--- src/rtl/timer_counter.sv ---
// timer_counter
// Memory-mapped programmable down-counter with a level interrupt request.
// One instance serves each bus window (DEV1 / DEV2); the bridge has already
// range- and alignment-checked the access, so only the word select arrives.
//
// Ports:
//   clk    in   1   system clock, rising edge
//   reset  in   1   synchronous, active-high
//   Addr   in   2   word select: 00 CTRL, 01 PRESET, 10 COUNT, 11 unused
//   WE     in   1   store strobe for the selected word
//   WD     in  32   store data
//   RD     out 32   load data for the selected word (combinational)
//   IRQ    out  1   interrupt request, level (CTRL.IM & pending)
module timer_counter (
    input  logic        clk,
    input  logic        reset,
    input  logic [1:0]  Addr,
    input  logic        WE,
    input  logic [31:0] WD,
    output logic [31:0] RD,
    output logic        IRQ
);

    typedef enum logic [1:0] {S_IDLE, S_LOAD, S_CNT, S_INT} state_t;

    state_t      state, stateNext;
    logic [3:0]  ctrl;          // [0] Enable, [2:1] Mode, [3] IM
    logic [31:0] preset;
    logic [31:0] count;
    logic        irqPending;

    // Datapath controls decoded by the FSM
    logic loadCount, decCount, expire, oneShotDone, pulseDone;

    logic       enable;
    logic [1:0] mode;
    logic       storeCtrl, storePreset;

    assign enable      = ctrl[0];
    assign mode        = ctrl[2:1];
    assign storeCtrl   = WE && (Addr == 2'b00);
    assign storePreset = WE && (Addr == 2'b01);

    always_ff @(posedge clk) begin
        if (reset) state <= S_IDLE;
        else       state <= stateNext;
    end

    always_comb begin
        stateNext   = state;
        loadCount   = 1'b0;
        decCount    = 1'b0;
        expire      = 1'b0;
        oneShotDone = 1'b0;
        pulseDone   = 1'b0;
        case (state)
            S_IDLE: if (enable) stateNext = S_LOAD;
            S_LOAD: begin
                loadCount = 1'b1;
                stateNext = S_CNT;
            end
            S_CNT: begin
                if (!enable) begin
                    stateNext = S_IDLE;
                end else if (count > 32'd1) begin
                    decCount = 1'b1;
                end else begin
                    // COUNT of 0 or 1 both expire here, so COUNT never wraps
                    expire    = 1'b1;
                    stateNext = S_INT;
                end
            end
            S_INT: begin
                stateNext = S_IDLE;
                // Auto-reload keeps Enable so IDLE goes straight back to LOAD
                if (mode == 2'b01) pulseDone   = 1'b1;
                else               oneShotDone = 1'b1;
            end
            default: stateNext = S_IDLE;
        endcase
    end

    always_ff @(posedge clk) begin
        if (reset) begin
            ctrl       <= 4'd0;
            preset     <= 32'd0;
            count      <= 32'd0;
            irqPending <= 1'b0;
        end else begin
            if (loadCount)     count <= preset;
            else if (decCount) count <= count - 32'd1;
            else if (expire)   count <= 32'd0;

            // A CPU store to CTRL overrides the one-shot Enable clear
            if (storeCtrl)        ctrl    <= WD[3:0];
            else if (oneShotDone) ctrl[0] <= 1'b0;

            // PRESET only feeds the next LOAD; a running count is untouched
            if (storePreset) preset <= WD;

            // Any CTRL/PRESET store acknowledges, and beats a same-cycle set
            if (storeCtrl || storePreset) irqPending <= 1'b0;
            else if (expire)              irqPending <= 1'b1;
            else if (pulseDone)           irqPending <= 1'b0;
        end
    end

    always_comb begin
        RD = 32'd0;
        case (Addr)
            2'b00:   RD = {28'd0, ctrl};
            2'b01:   RD = preset;
            2'b10:   RD = count;
            default: RD = 32'd0;
        endcase
    end

    assign IRQ = ctrl[3] & irqPending;

endmodule

--- config.mk ---
export PLATFORM = sky130hd
export DESIGN_NAME = timer_counter
export DESIGN_NICKNAME = d
export VERILOG_FILES = /design/src/rtl/timer_counter.sv
export SDC_FILE = /design/constraint.sdc
export NUM_CORES = 1
export LEC_CHECK = 0
export CAP_MARGIN = 20
export CORE_MARGIN = 2
export CORE_UTILIZATION = 40
export DETAILED_ROUTE_END_ITERATION = 6
export GPL_ROUTABILITY_DRIVEN = 1
export SLEW_MARGIN = 25
export SYNTH_ARGS = -nofsm -noshare
export SYNTH_HDL_FRONTEND = slang
export SYNTH_SLANG_ARGS = --single-unit
--- constraint.sdc ---
create_clock -name clk -period 2.57 [get_ports clk]
set_input_delay 0.3855 -clock clk [delete_from_list [all_inputs] [get_ports clk]]
set_output_delay 0.3855 -clock clk [all_outputs]
set_load 0.005 [all_outputs]
# ---- Yosys cells after proc, flatten, opt, wreduce, memory -nomap -nowiden
# Index checks and enable logic that the tools add are counted.
dict set report op_classes {
  magnitude_cmp 1
  mux 23
  eq_ne 8
  reduce_logical 10
  add_sub_neg 1
  bitwise_logic 1
}
# operator count
set ops {}
lappend ops {{$mux W32} 3}
lappend ops {{$pmux W32 S3} 1}
lappend ops {{$gt A32 B1 Y1 const B} 1}
lappend ops {{$sub A32 B1 Y32 const B} 1}
lappend ops {{$mux W1} 15}
lappend ops {{$pmux W2 S4} 1}
lappend ops {{$eq A2 B1 Y1 const B} 3}
lappend ops {{$eq A2 B2 Y1 const B} 3}
lappend ops {{$mux W2} 3}
lappend ops {{$logic_not A2 Y1} 2}
lappend ops {{$reduce_bool A2 Y1} 2}
lappend ops {{$ne A3 B3 Y1 const B} 1}
lappend ops {{$reduce_bool A3 Y1} 1}
lappend ops {{$logic_and A1 B1 Y1} 2}
lappend ops {{$ne A2 B2 Y1 const B} 1}
lappend ops {{$reduce_and A2 Y1} 1}
lappend ops {{$reduce_or A2 Y1} 1}
lappend ops {{$and A1 B1 Y1} 1}
lappend ops {{$logic_or A1 B1 Y1} 1}
dict set report totals {
  elab_cells 50
  reg_bits 71
  input_bits 37
  out_inout_bits 33
}

# ---- Longest topological paths before layout
# Gate-level depths: netlist of the first run.
dict set report depth {
  word_depth 7
  ltp_mapped 8
  ltp_nobuf 7
}

# ---- Worst setup path before layout of the first run
# Ideal clock, no wire load.
dict set report synth_timing {
  kind {input-to-output}
  startpoint {input port Addr[1]}
  endpoint {output port RD[10]}
  t_arrival_ns 1.611
  n_path_buf 2
  path_slack_ns 0.574
  path_stages 5
  required_ns 2.184
  path_cell_list {clkbuf_1 > inv_1 > nor2_1 > clkbuf_1 > a22o_1}
}
dict set report synth_between {
  elab_chain_cells 2
  elab_cells_between_ends 4
  classes_between {eq/ne: 2; mux: 1; reduce/logical: 1}
}
# element line_no
set synth_rtl {}
lappend synth_rtl {{from (decl)} 17} ;# input logic [1:0] Addr,
lappend synth_rtl {{$eq A2 B2 Y1 (tied with other cells)} 110} ;# case (Addr)
lappend synth_rtl {{$pmux W32 S3 *} 110}
lappend synth_rtl {{to (decl)} 20} ;# output logic [31:0] RD,
# Every way passes the cells marked *; elsewhere a longest branch is shown, timed or not.

# ---- Final worst setup path of the first run
dict set report layout_timing {
  startpoint {input port Addr[1]}
  endpoint {output port RD[27]}
}
# Same word-level chain as after synthesis.

==> results of run 1 <==
## stage by stage
step / total power [mW] / instance area [sq um]
global route: 2.361 / 4962
floorplan: 1.314 / 3866
detailed placement: 1.439 / 4772
global placement: 1.436 / 4772
CTS: 2.284 / 4950
finish: 2.263 / 4962
## worst register-to-register path: stages (launching register included)
cell,delay (ns)
dfxtp_1,0.47
inv_1,0.08
ha_1,0.21
o21ba_2,0.19
and4_1,0.24
a31oi_4,0.36
buf_4,0.25
a21oi_1,0.06
o31ai_1,0.22
## flip-flops by register name, indices dropped and copies added, names as in the netlist
name,cells
count,32
preset,32
ctrl,4
state,2
irqPending,1
## path summary, 6_finish.rpt
| kind | end | slack, ns | cells past startpoint |
|---|---|---|---|
| worst max-delay path | RD[27] | 0.11 | 6 |
| worst min-delay path | preset[18] | 0.47 | 2 |
| worst max register to register | count[7] | 0.41 | 8 |
| worst min register to register | preset[18] | 0.47 | 2 |
## layer usage
layer,share of wire (%),vias up
li1,-,1935
met1,51,1773
met2,44,77
met3,3.6,10
met4,1.3,0
met5,0,-
## power by group through the flow
stage               sequential [mW]  clock (mW)  combinational [mW]
floorplan                      1.16           0               0.151
CTS                            1.14       0.870               0.270
global route                   1.15       0.913               0.301
detailed placement             1.17           0               0.269
finish                         1.14       0.847               0.272
global placement               1.17           0               0.266
## synthesized netlist by cell type, types with 3 or more instances
library cell and count:
buf_6 5, a22oi_1 10, clkbuf_1 32, a31oi_1 11
mux2i_1 8, or2_2 3, nor2_1 31, and3_1 8
buf_2 5, xnor2_1 12, nand2_1 95, nand3_1 18
nor3_2 4, o21ai_0 13, nor4_1 9, o31a_1 3
nand4_1 5, nand2b_1 6, a21oi_1 61, nor3_1 10
o32ai_1 8, a22o_1 28, dfxtp_1 71, inv_1 6
## cells by family (layout without fill, tap and decap cells)
| family | count (synthesis) | in the layout | synth area share (%) |
|---|---|---|---|
| compound gates | 148 | 148 | 25.66 |
| xor+xnor | 12 | 12 | 2.718 |
| fa+ha+maj | 2 | 2 | 0.6471 |
| simple gates | 207 | 207 | 26.15 |
| buf+inv | 49 | 123 | 5.987 |
| mux | 8 | 8 | 2.071 |
| flops | 71 | 71 | 36.76 |
## layout make-up
type / count / area [sq um]
clock inverter: 5 / 50.05
inverter: 6 / 22.52
fill: 951 / 4365
sequential: 71 / 1421
multi-input combinational: 377 / 2226
timing repair buffer: 102 / 953.4
clock buffer: 10 / 127.6
tap: 129 / 161.4
==> results.json, run 1 <==
{
  "outcome": "finished clean",
  "rsz0062_at_grt": "yes",
  "holdBufCountCts": 0,
  "fmax_ghz": 0.4062,
  "gp_congestion": 0.8464,
  "tightestPinTransition_ns": 0.6408,
  "core-area_sq_um": 9328,
  "dp_slack_ns": 0.09432,
  "swShare_pct": 24.85,
  "syn_area_per_cell_sq_um": 7.779,
  "layout.nets": 606,
  "crit_type": "in -> out",
  "grt_pass1_wl_mm": 17.68,
  "seqPwrFrac_pct": 50.6,
  "grt_use_met2_pct": 31.98,
  "syn_area_sq_um": 3866,
  "synth_edf_count": 0,
  "max_stage_delay_ns": 0.58,
  "dp_cells": 685,
  "vias": 3795,
  "reg2reg_from": "count[0]",
  "layout_common_cells": "nand2_1, dfxtp_1, clkdlybuf4s50_1",
  "end_kind": "primary output",
  "cts_tree": "built",
  "antenna_cells": 0,
  "cp.arrival_ns": 2.08,
  "port_buffers": 69,
  "setup_violations": 0,
  "crit_buf_inv": 4,
  "grt_max_degree": 31,
  "start_kind": "input port",
  "p_clk_share_pct": 37.4,
  "h-tree-depth": 3,
  "cts_root_buffer": "clkbuf_8",
  "final_layout_size_suffix_gt1_share_pct": 11.38,
  "grt_pass1_vias": 3533,
  "dieArea_sq_um": 10470,
  "layout_commonest_cell": "nand2_1",
  "final_cells": 700,
  "synth_fp_nets": 536,
  "final_antenna_net_count": 0,
  "clkLatencyLatePin_ns": 0.34,
  "fin_setup_tns_ns": 0,
  "worstPathMaxFanout": 16,
  "crit_chain": "clkdlybuf4s50_1 > inv_1 > nor2_2 > buf_4 > a22o_1 > clkdlybuf4s50_1",
  "slowest_stage": "clkdlybuf4s50_1",
  "wl_mm": 10.48,
  "synth_top_area_share_pct": 36.76,
  "crit_path_frequent_cell": "clkdlybuf4s50_1",
  "whs_ns": 0.4713,
  "yosysTopAreaCell": "dfxtp_1",
  "slew_violations": 0,
  "postCtsResizedCells": 0,
  "hp-class": "reg -> reg",
  "yosys.cell_types.count": 51,
  "grt_antenna_before_repair": 0,
  "wl_per_cell_um": 14.97,
  "p_sw_uw": 562.5,
  "yosysWarnings": 0,
  "finalHoldViolations": 0,
  "synth_ff_type": "dfxtp_1",
  "grt.met3_usage_pct": 2.462,
  "ios": 70,
  "dr.pass1.iters": 4,
  "drc": 0,
  "power_density_nw_per_um2": 456.1,
  "busiest_layer": "met2",
  "setup_ws_ns": 0.1079,
  "start_util_pct": 41.45,
  "synthArstFlopShare_pct": 0,
  "die_h_um": 102.3,
  "globalRouteOverflowTotal": 0,
  "synthCells": 497,
  "cp.required_ns": 2.18,
  "leakage_nw": 1.821,
  "clk_path_buf_depth": 2,
  "hp-start": "preset[18]",
  "synth-seq-area-share_pct": 36.76,
  "ir_drop_mv": 0.2335,
  "pwr-share-comb_pct": 12.0,
  "met1_usage_pct": 30.84,
  "die_w_um": 102.3,
  "grt_util_all_layers_pct": 21.02,
  "min_period_over_period_pct": 95.80,
  "post-cts-setup-buffers": 0,
  "hpwl_mm": 7.551,
  "ys_ff_latch": 71,
  "fin_crit_ns": 2.462,
  "final_core_util_pct": 53.20,
  "cpLargestDelayFamily": "buffers and inverters",
  "fin_skew_ns": 0.009003,
  "cts.sinks": 71,
  "relSlewSlack_pct": 57.28,
  "syn2layout_area_growth_pct": 28.35,
  "cp-startpoint": "Addr[1]",
  "dr.first_iter.drc_count": 218,
  "viasPerCell": 5.421,
  "path_clk_slew_ns": 0.07,
  "cts_buffers": 9,
  "row_count": 35,
  "yosys-top-cells-area": "dfxtp_1, nand2_1, a21oi_1",
  "cap_violations": 0,
  "intPower_mw": 1.701
}
No activity file was read; power rests on OpenSTA's default activity.
==> run 2: changes to the inputs <==
Settings changed: REMOVE_ABC_BUFFERS from default to 1.
==> results.json, run 2 (same netlist as run 1, synthesis figures left out) <==
{
  "outcome": "finished clean",
  "relSlewSlack_pct": 48.10,
  "grt.met3_usage_pct": 4.514,
  "fmax_ghz": 0.4132,
  "port_buffers": 69,
  "antenna_cells": 0,
  "crit_type": "in -> out",
  "p_sw_uw": 571.9,
  "worstPathMaxFanout": 28,
  "fin_setup_tns_ns": 0,
  "dieArea_sq_um": 10470,
  "setup_violations": 0,
  "wl_per_cell_um": 15.95,
  "grt_pass1_wl_mm": 18.06,
  "holdBufCountCts": 0,
  "cap_violations": 0,
  "die_w_um": 102.3,
  "intPower_mw": 1.794,
  "layout.nets": 602,
  "cts_tree": "built",
  "met1_usage_pct": 28.05,
  "tightestPinTransition_ns": 0.7786,
  "cp.required_ns": 2.18,
  "biggestRegsByFlops": "count (32), preset (32), ctrl (4)",
  "finalHoldViolations": 0,
  "dr.first_iter.drc_count": 200,
  "cts_root_buffer": "clkbuf_8",
  "crit_chain": "clkdlybuf4s50_1 > inv_1 > nor2_2 > buf_12 > a22o_1 > clkdlybuf4s50_1",
  "slowest_stage": "clkdlybuf4s50_1",
  "fin_skew_ns": 0.008653,
  "post-cts-setup-buffers": 0,
  "ios": 70,
  "wl_mm": 11.12,
  "core-area_sq_um": 9328,
  "grt_use_met2_pct": 36.29,
  "start_util_pct": 41.45,
  "grt_util_all_layers_pct": 21.90,
  "layout_common_cells": "nand2_1, dfxtp_1, clkdlybuf4s50_1",
  "crit_path_frequent_cell": "clkdlybuf4s50_1",
  "globalRouteOverflowTotal": 0,
  "clkLatencyLatePin_ns": 0.34,
  "fin_crit_ns": 2.420,
  "vias": 3857,
  "grt_antenna_before_repair": 0,
  "busiest_layer": "met2",
  "crit_buf_inv": 4,
  "final_cells": 697,
  "p_clk_share_pct": 39.9,
  "seqPwrFrac_pct": 48.4,
  "row_count": 35,
  "layout_commonest_cell": "nand2_1",
  "power_density_nw_per_um2": 475.3,
  "hp-class": "in -> reg",
  "dp_cells": 681,
  "gp_congestion": 0.8240,
  "cpLargestDelayFamily": "buffers and inverters",
  "pwr-share-comb_pct": 11.7,
  "final_antenna_net_count": 0,
  "hpwl_mm": 7.550,
  "grt_pass1_vias": 3635,
  "grt_max_degree": 38,
  "rsz0062_at_grt": "no",
  "max_stage_delay_ns": 0.53,
  "drc": 0,
  "end_kind": "primary output",
  "ir_drop_mv": 0.2594,
  "postCtsResizedCells": 0,
  "die_h_um": 102.3,
  "cts_buffers": 9,
  "path_clk_slew_ns": 0.08,
  "cp.arrival_ns": 2.03,
  "h-tree-depth": 3,
  "swShare_pct": 24.17,
  "dr.pass1.iters": 4,
  "final_layout_size_suffix_gt1_share_pct": 10.74,
  "min_period_over_period_pct": 94.16,
  "leakage_nw": 1.816,
  "slew_violations": 0,
  "viasPerCell": 5.534,
  "cts.sinks": 71,
  "clk_path_buf_depth": 2,
  "syn2layout_area_growth_pct": 28.74,
  "start_kind": "input port"
}
[run 2: per-layer routing]
| metal | part of all wire, % | vias to the layer above |
|---|---|---|
| met5 | 0 | - |
| met4 | 1.5 | 0 |
| met3 | 4.4 | 14 |
| met2 | 47 | 86 |
| met1 | 47 | 1829 |
| li1 | - | 1928 |
[run 2: path summary, 6_finish.rpt]
| kind | start | endpoint | slack (ns) | cells after the start |
|---|---|---|---|---|
| max | Addr[1] | RD[10] | 0.15 | 6 |
| min | reset | preset[23] | 0.43 | 2 |
| max reg2reg | count[1] | count[20] | 0.42 | 8 |
| min reg2reg | preset[16] | preset[16] | 0.47 | 2 |
[run 2: final cells by class]
| cell class | count | area, sq um |
|---|---|---|
| Clock buffer | 14 | 172.7 |
| Timing Repair Buffer | 98 | 940.9 |
| Tap cell | 129 | 161.4 |
| Fill cell | 916 | 4350 |
| Sequential cell | 71 | 1421 |
| Multi-Input combinational cell | 377 | 2221 |
| Clock inverter | 2 | 37.54 |
| Inverter | 6 | 22.52 |
[run 2: stage by stage]
step	worst slack [ns]	hold WS [ns]	instance area [sq um]	total power, mW	utilization [%]
after global routing	0.07628	0.4233	4977	2.457	53.36
after floorplan	-0.1782	0.4393	3657	1.290	-
after detailed placement	0.1407	0.4620	4767	1.447	51.11
after global placement	0.1935	0.4625	4767	1.444	51.11
final	0.1500	0.4267	4977	2.366	53.36
after CTS	0.1422	0.4216	4977	2.384	53.36
[run 2: power groups by stage]
stage | combinational, mW | clock, mW | sequential, mW
5_1_grt | 0.303 | 1.01 | 1.15
4_1_cts | 0.279 | 0.961 | 1.14
3_3_place_gp | 0.274 | 0 | 1.17
2_1_floorplan | 0.126 | 0 | 1.16
6_report | 0.277 | 0.945 | 1.14
3_5_place_dp | 0.278 | 0 | 1.17
==> RTL change 1: new RTL, config.mk and constraints of run 2 <==
Reset style: asynchronous (`reset`), changed in 2 clocked blocks.
--- a/src/rtl/timer_counter.sv
+++ b/src/rtl/timer_counter.sv
@@ -42,5 +42,5 @@
     assign storePreset = WE && (Addr == 2'b01);
 
-    always_ff @(posedge clk) begin
+    always_ff @(posedge clk or posedge reset) begin
         if (reset) state <= S_IDLE;
         else       state <= stateNext;
@@ -81,5 +81,5 @@
     end
 
-    always_ff @(posedge clk) begin
+    always_ff @(posedge clk or posedge reset) begin
         if (reset) begin
             ctrl       <= 4'd0;
Function: differs if reset is asserted again (counterexample within 4 cycles, from zero or initial values and one cycle with reset high); with reset held inactive, the same outputs for 4 cycles.
==> RTL change 1 against run 2 <==
- first-iteration DRC count fell by 43%
- sequential cell count did not move
- worst hold slack got worse by 170 ps
- critical path depth rose by 1
- utilization rose by 0.49 points
- area after synthesis rose by 1.1%
- setup slack improved by 11 ps
- final area rose by 4.3%
- wire length fell by 6.3%
- critical path type is now reg -> reg
Power is not compared: it rests on default switching activity, and its combinational part moved more than twofold at a synthesized area within 25%.
==> RTL change 1: results (changes against run 2) <==
| Metric | Value |
|---|---|
| Clock Path Buffers | `2 (unchanged)` |
| Routability cong. | `0.856 (was 0.824)` |
| Worst r2r src | `count[26] (was count[1])` |
| Worst-margin pin slew | `411 ps (was 779 ps)` |
| Synth warn | `0 (unchanged)` |
| Post-Synth Adder-Cell Area | `0.00640 (was 0.00647)` |
| Worst hold path type | `in -> async (was in -> reg)` |
| Synth cell count leaders | `dfrtp_1 (71), mux2_2 (35), a22o_1 (28), o21ai_0 (26), nand2_1 (23) (was nand2_1 (95), dfxtp_1 (71), a21oi_1 (61), clkbuf_1 (32), nor2_1 (31))` |
| Nets | `503 (was 602)` |
| Critical path type | `reg -> reg (was in -> out)` |
| ANT cells | `0 (unchanged)` |
| Vias per cell | `5.62 (was 5.53)` |
| Num CTS Buffers | `9 (unchanged)` |
| Post-synthesis mux area share | `0.111 (was 0.0207)` |
| Vias in the first global route | `3,363 (was 3,635)` |
| DRC violations left | `0 (unchanged)` |
| Capturing point of the worst reg2reg path | `count[4] (was count[20])` |
| Cell taking the most area after synthesis | `dfrtp_1 (was dfxtp_1)` |
| Area of placed instances | `4980 um2 (was 4770 um2)` |
| IO buf count | `69 (unchanged)` |
| Share of layout cells above drive strength 1 | `0.217 (was 0.107)` |
| Initial antenna violation count | `0 (unchanged)` |
| Delay-heaviest family, CP | `simple AND/OR/NAND/NOR gates (was buffers and inverters)` |
| Post CTS Setup Buffer Count | `0 (unchanged)` |
| Max incr delay on CP | `620 ps (was 530 ps)` |
| CTS clk-pin slew, worst paths | `80 ps (about the same)` |
| Compound-Gate Fraction of Synth Area | `0.203 (was 0.257)` |
| Yosys cell types | `56 (was 51)` |
| Ys async rst share | `1.00 (was 0)` |
| All-Layer GR Usage | `0.207 (was 0.219)` |
| Root Buffer | `clkbuf_8 (unchanged)` |
| Seq/Total Area, Yosys | `0.455 (was 0.368)` |
| H-tree depth | `3 (unchanged)` |
| Later-pin clock latency in the skew report | `350 ps` |
| VDD IR-drop max | `0.304 mV` |
| First-pass GRT wire length | `17.1 mm (was 18.1 mm)` |
| Dpl hpwl | `7.48 mm (was 7.55 mm)` |
| XOR/XNOR share of the synthesized area | `0.0246 (was 0.0272)` |
| Fill cells | `905 (was 916)` |
| Largest net degree at the start of global routing | `27 (was 38)` |
| Min cycle time layout | `2410 ps (was 2420 ps)` |
| Drt pass-1 iters | `4 (unchanged)` |
| Routed wire length per instance | `17.3 um (was 15.9 um)` |
| Outcome | `completed (unchanged)` |
| Top flop regs | `count x32, preset x32, ctrl x4 (unchanged)` |
| Final Skew | `11.6 ps (was 8.65 ps)` |
| Critical-path maximum fanout | `9 (was 28)` |
| Synth area leaders | `dfrtp_1 (45%), mux2_2 (10%), a22o_1 (6.3%), o21ai_0 (3.3%), nand2_1 (2.2%) (was dfxtp_1 (37%), nand2_1 (9.2%), a21oi_1 (7.9%), a22o_1 (6.3%), clkbuf_1 (3.1%))` |
| P_leak | `~2.1 nW` |
| CP arrival | `2630 ps (was 2030 ps)` |
| Crit-path slowest cell | `or4_1 (was clkdlybuf4s50_1)` |
| Initial DRC Count | `114 (was 200)` |
-- RTL change 1: cell count changes after synthesis, sizes merged, moves of 15 or more --
cell	change
nand2	-72
a21oi	-51
clkbuf	-15
dfxtp	-71
o21ai	+15
dfrtp	+71
mux2	+35
nor2	-18
-- RTL change 1: repair_timing --
action                                 CTS  global route
resized for setup                        0             1
endpoints found under the hold margin    0             0
setup endpoints to repair                0             4
hold buffers                             0             0
-- RTL change 1: per-layer routing --
metal	vias to the layer above	track usage	wire, um
li1	1605	-	-
met1	1675	0.290	4900
met2	93	0.335	4890
met3	12	0.0285	493
met4	0	0.0638	136
met5	-	0	0
-- RTL change 1: cell families after synthesis --
kind of cell,count (synthesis)
adder cells (fa/ha/maj),2
AND/OR/NAND/NOR,108
AO/OA/AOI/OAI,110
buffers and inverters,34
XOR/XNOR,11
flip-flops,71
multiplexers,39
-- RTL change 1: through the flow --
step | instances | util | hold WS [ps] | setup TNS (ps)
after floorplan | 350 | - | 473 | -19770
after global placement | 586 | 0.516 | 507 | 0
after detailed placement | 586 | 0.516 | 515 | 0
after CTS | 602 | 0.538 | 255 | 0
after global routing | 602 | 0.539 | 271 | 0
final | 602 | 0.539 | 255 | 0
-- RTL change 1: layout make-up --
class | instances | area [um2] | area share
Multi-Input combinational cell | 270 | 2010 | 0.388
Clock inverter | 6 | 68.8 | 0.0133
Inverter | 9 | 33.8 | 0.00651
Tap cell | 133 | 166 | 0.0321
Sequential cell | 71 | 1780 | 0.342
Timing Repair Buffer | 103 | 996 | 0.192
Clock buffer | 10 | 138 | 0.0265
-- RTL change 1: power by group --
group / internal [W] / switching [W]
logic: 0.000998 / 0.000920
clock network: 0.000480 / 0.000457
registers: 0.00147 / 0.000431
-- RTL change 1: worst min path at each step --
stage | endpoint | slack (ps) | cells past startpoint
after CTS | ctrl[3] | 250 | 2
after global routing | ctrl[3] | 270 | 2
after detailed placement | count[9] | 510 | 2
after global placement | count[4] | 510 | 2
final | ctrl[3] | 260 | 2
after floorplan | count[4] | 470 | 2
==> RTL change 2: new RTL, flow settings as in run 2 <==
Without the edit above. Put a register stage on the output `IRQ`, cleared by the reset. The value now appears one clock later. The other outputs are not delayed to match.
--- a/src/rtl/timer_counter.sv
+++ b/src/rtl/timer_counter.sv
@@ -116,5 +116,11 @@
     end
 
-    assign IRQ = ctrl[3] & irqPending;
+    always_ff @(posedge clk) begin
+        if (reset) begin
+            IRQ <= '0;
+        end else begin
+            IRQ <= ctrl[3] & irqPending;
+        end
+    end
 
 endmodule
Function: changed (Yosys sat finds a counterexample within 10 cycles, from zero or initial values and one cycle with reset high).
==> RTL change 2 against run 2 <==
- non-clock buffer count is the same
- total power is 3.0% lower
- setup slack gained 9.3 ps
- final area barely moved
- critical path type unchanged
- area after synthesis grew 0.23%
- sequential cell count is 1 higher
- wire length down 2.9%
- utilization about the same
==> RTL change 2: results (changes against run 2) <==
| Metric | Value |
|---|---|
| Worst hold path type | `reg -> reg (was in -> reg)` |
| Compound-Gate Fraction of Synth Area | `0.262 (was 0.257)` |
| PnR Total Power | `0.00230 W (was 0.00237 W)` |
| XOR/XNOR share of the synthesized area | `0.0249 (was 0.0272)` |
| Post-Place Worst Slack | `87.9 ps (was 141 ps)` |
| Met3 usage | `0.0267 (was 0.0451)` |
| Hold worst-path end | `IRQ (was preset[23])` |
| Nets | `592 (was 602)` |
| Outcome | `completed (unchanged)` |
| Area of placed instances | `4780 um2 (was 4770 um2)` |
| Synth cell count leaders | `nand2_1 (93), dfxtp_1 (72), a21oi_1 (48), clkbuf_1 (36), a22o_1 (28) (was nand2_1 (95), dfxtp_1 (71), a21oi_1 (61), clkbuf_1 (32), nor2_1 (31))` |
| Dpl cells | `671 (was 681)` |
| First-pass GRT wire length | `17.9 mm (was 18.1 mm)` |
| Vias per cell | `5.67 (was 5.53)` |
| Slew headroom | `0.547 (was 0.481)` |
| Seq pwr share | `0.502 (was 0.484)` |
| P_int | `0.00175 W (was 0.00179 W)` |
| Initial DRC Count | `211 (was 200)` |
| Share of layout cells above drive strength 1 | `0.108 (was 0.107)` |
| Routed wire length per instance | `15.7 um (was 15.9 um)` |
| Worst r2r src | `count[0] (was count[1])` |
| All-Layer GR Usage | `0.215 (was 0.219)` |
| Seq/Total Area, Yosys | `0.372 (was 0.368)` |
| Vias | `3,897 (was 3,857)` |
| VDD IR-drop max | `0.225 mV (was 0.259 mV)` |
| Final Hold Slack | `443 ps (was 427 ps)` |
| Hold Startpoint | `irqPending (was reset)` |
| Drt pass-1 iters | `5 (was 4)` |
| Met2 WL post-DR | `5.03 mm (was 5.25 mm)` |
| Routability cong. | `0.891 (was 0.824)` |
| Largest net degree at the start of global routing | `36 (was 38)` |
| Vias in the first global route | `3,594 (was 3,635)` |
| R2R depth | `7 (was 8)` |
| Post-Synth Adder-Cell Area | `0.00646 (was 0.00647)` |
| R2R Setup Slk | `370 ps (was 420 ps)` |
| Final Skew | `9.19 ps (was 8.65 ps)` |
| Met2 Use GR | `0.347 (was 0.363)` |
| Synth area leaders | `dfxtp_1 (37%), nand2_1 (9.0%), a22o_1 (6.3%), a21oi_1 (6.2%), clkbuf_1 (3.5%) (was dfxtp_1 (37%), nand2_1 (9.2%), a21oi_1 (7.9%), a22o_1 (6.3%), clkbuf_1 (3.1%))` |
[RTL change 2: area by class of cell]
class / count / area [um2]
multi-input cells: 366 / 2220
well taps: 129 / 161
clock buffers: 13 / 159
fillers: 907 / 4350
flip-flops and latches: 72 / 1440
clock inverters: 3 / 40.0
repair buffers: 98 / 931
inverters: 6 / 22.5
[RTL change 2: how the worst max path moves through the flow]
stage | endpoint | startpoint | cells after the start | slack (ps)
2_1_floorplan | preset[0] | Addr[0] | 4 | -180
3_3_place_gp | RD[11] | Addr[0] | 5 | 110
3_5_place_dp | RD[11] | Addr[0] | 5 | 90
4_1_cts | RD[11] | Addr[0] | 5 | 80
5_1_grt | RD[6] | Addr[1] | 6 | 60
6_report | RD[11] | Addr[1] | 6 | 160
[RTL change 2: worst register-to-register path: stages (launching register included)]
cell     delay [ps]
dfxtp_1         380
inv_1           100
ha_1            260
or3b_2          520
nor2_2          120
nand3_1         100
or4_1           480
a31oi_1         160
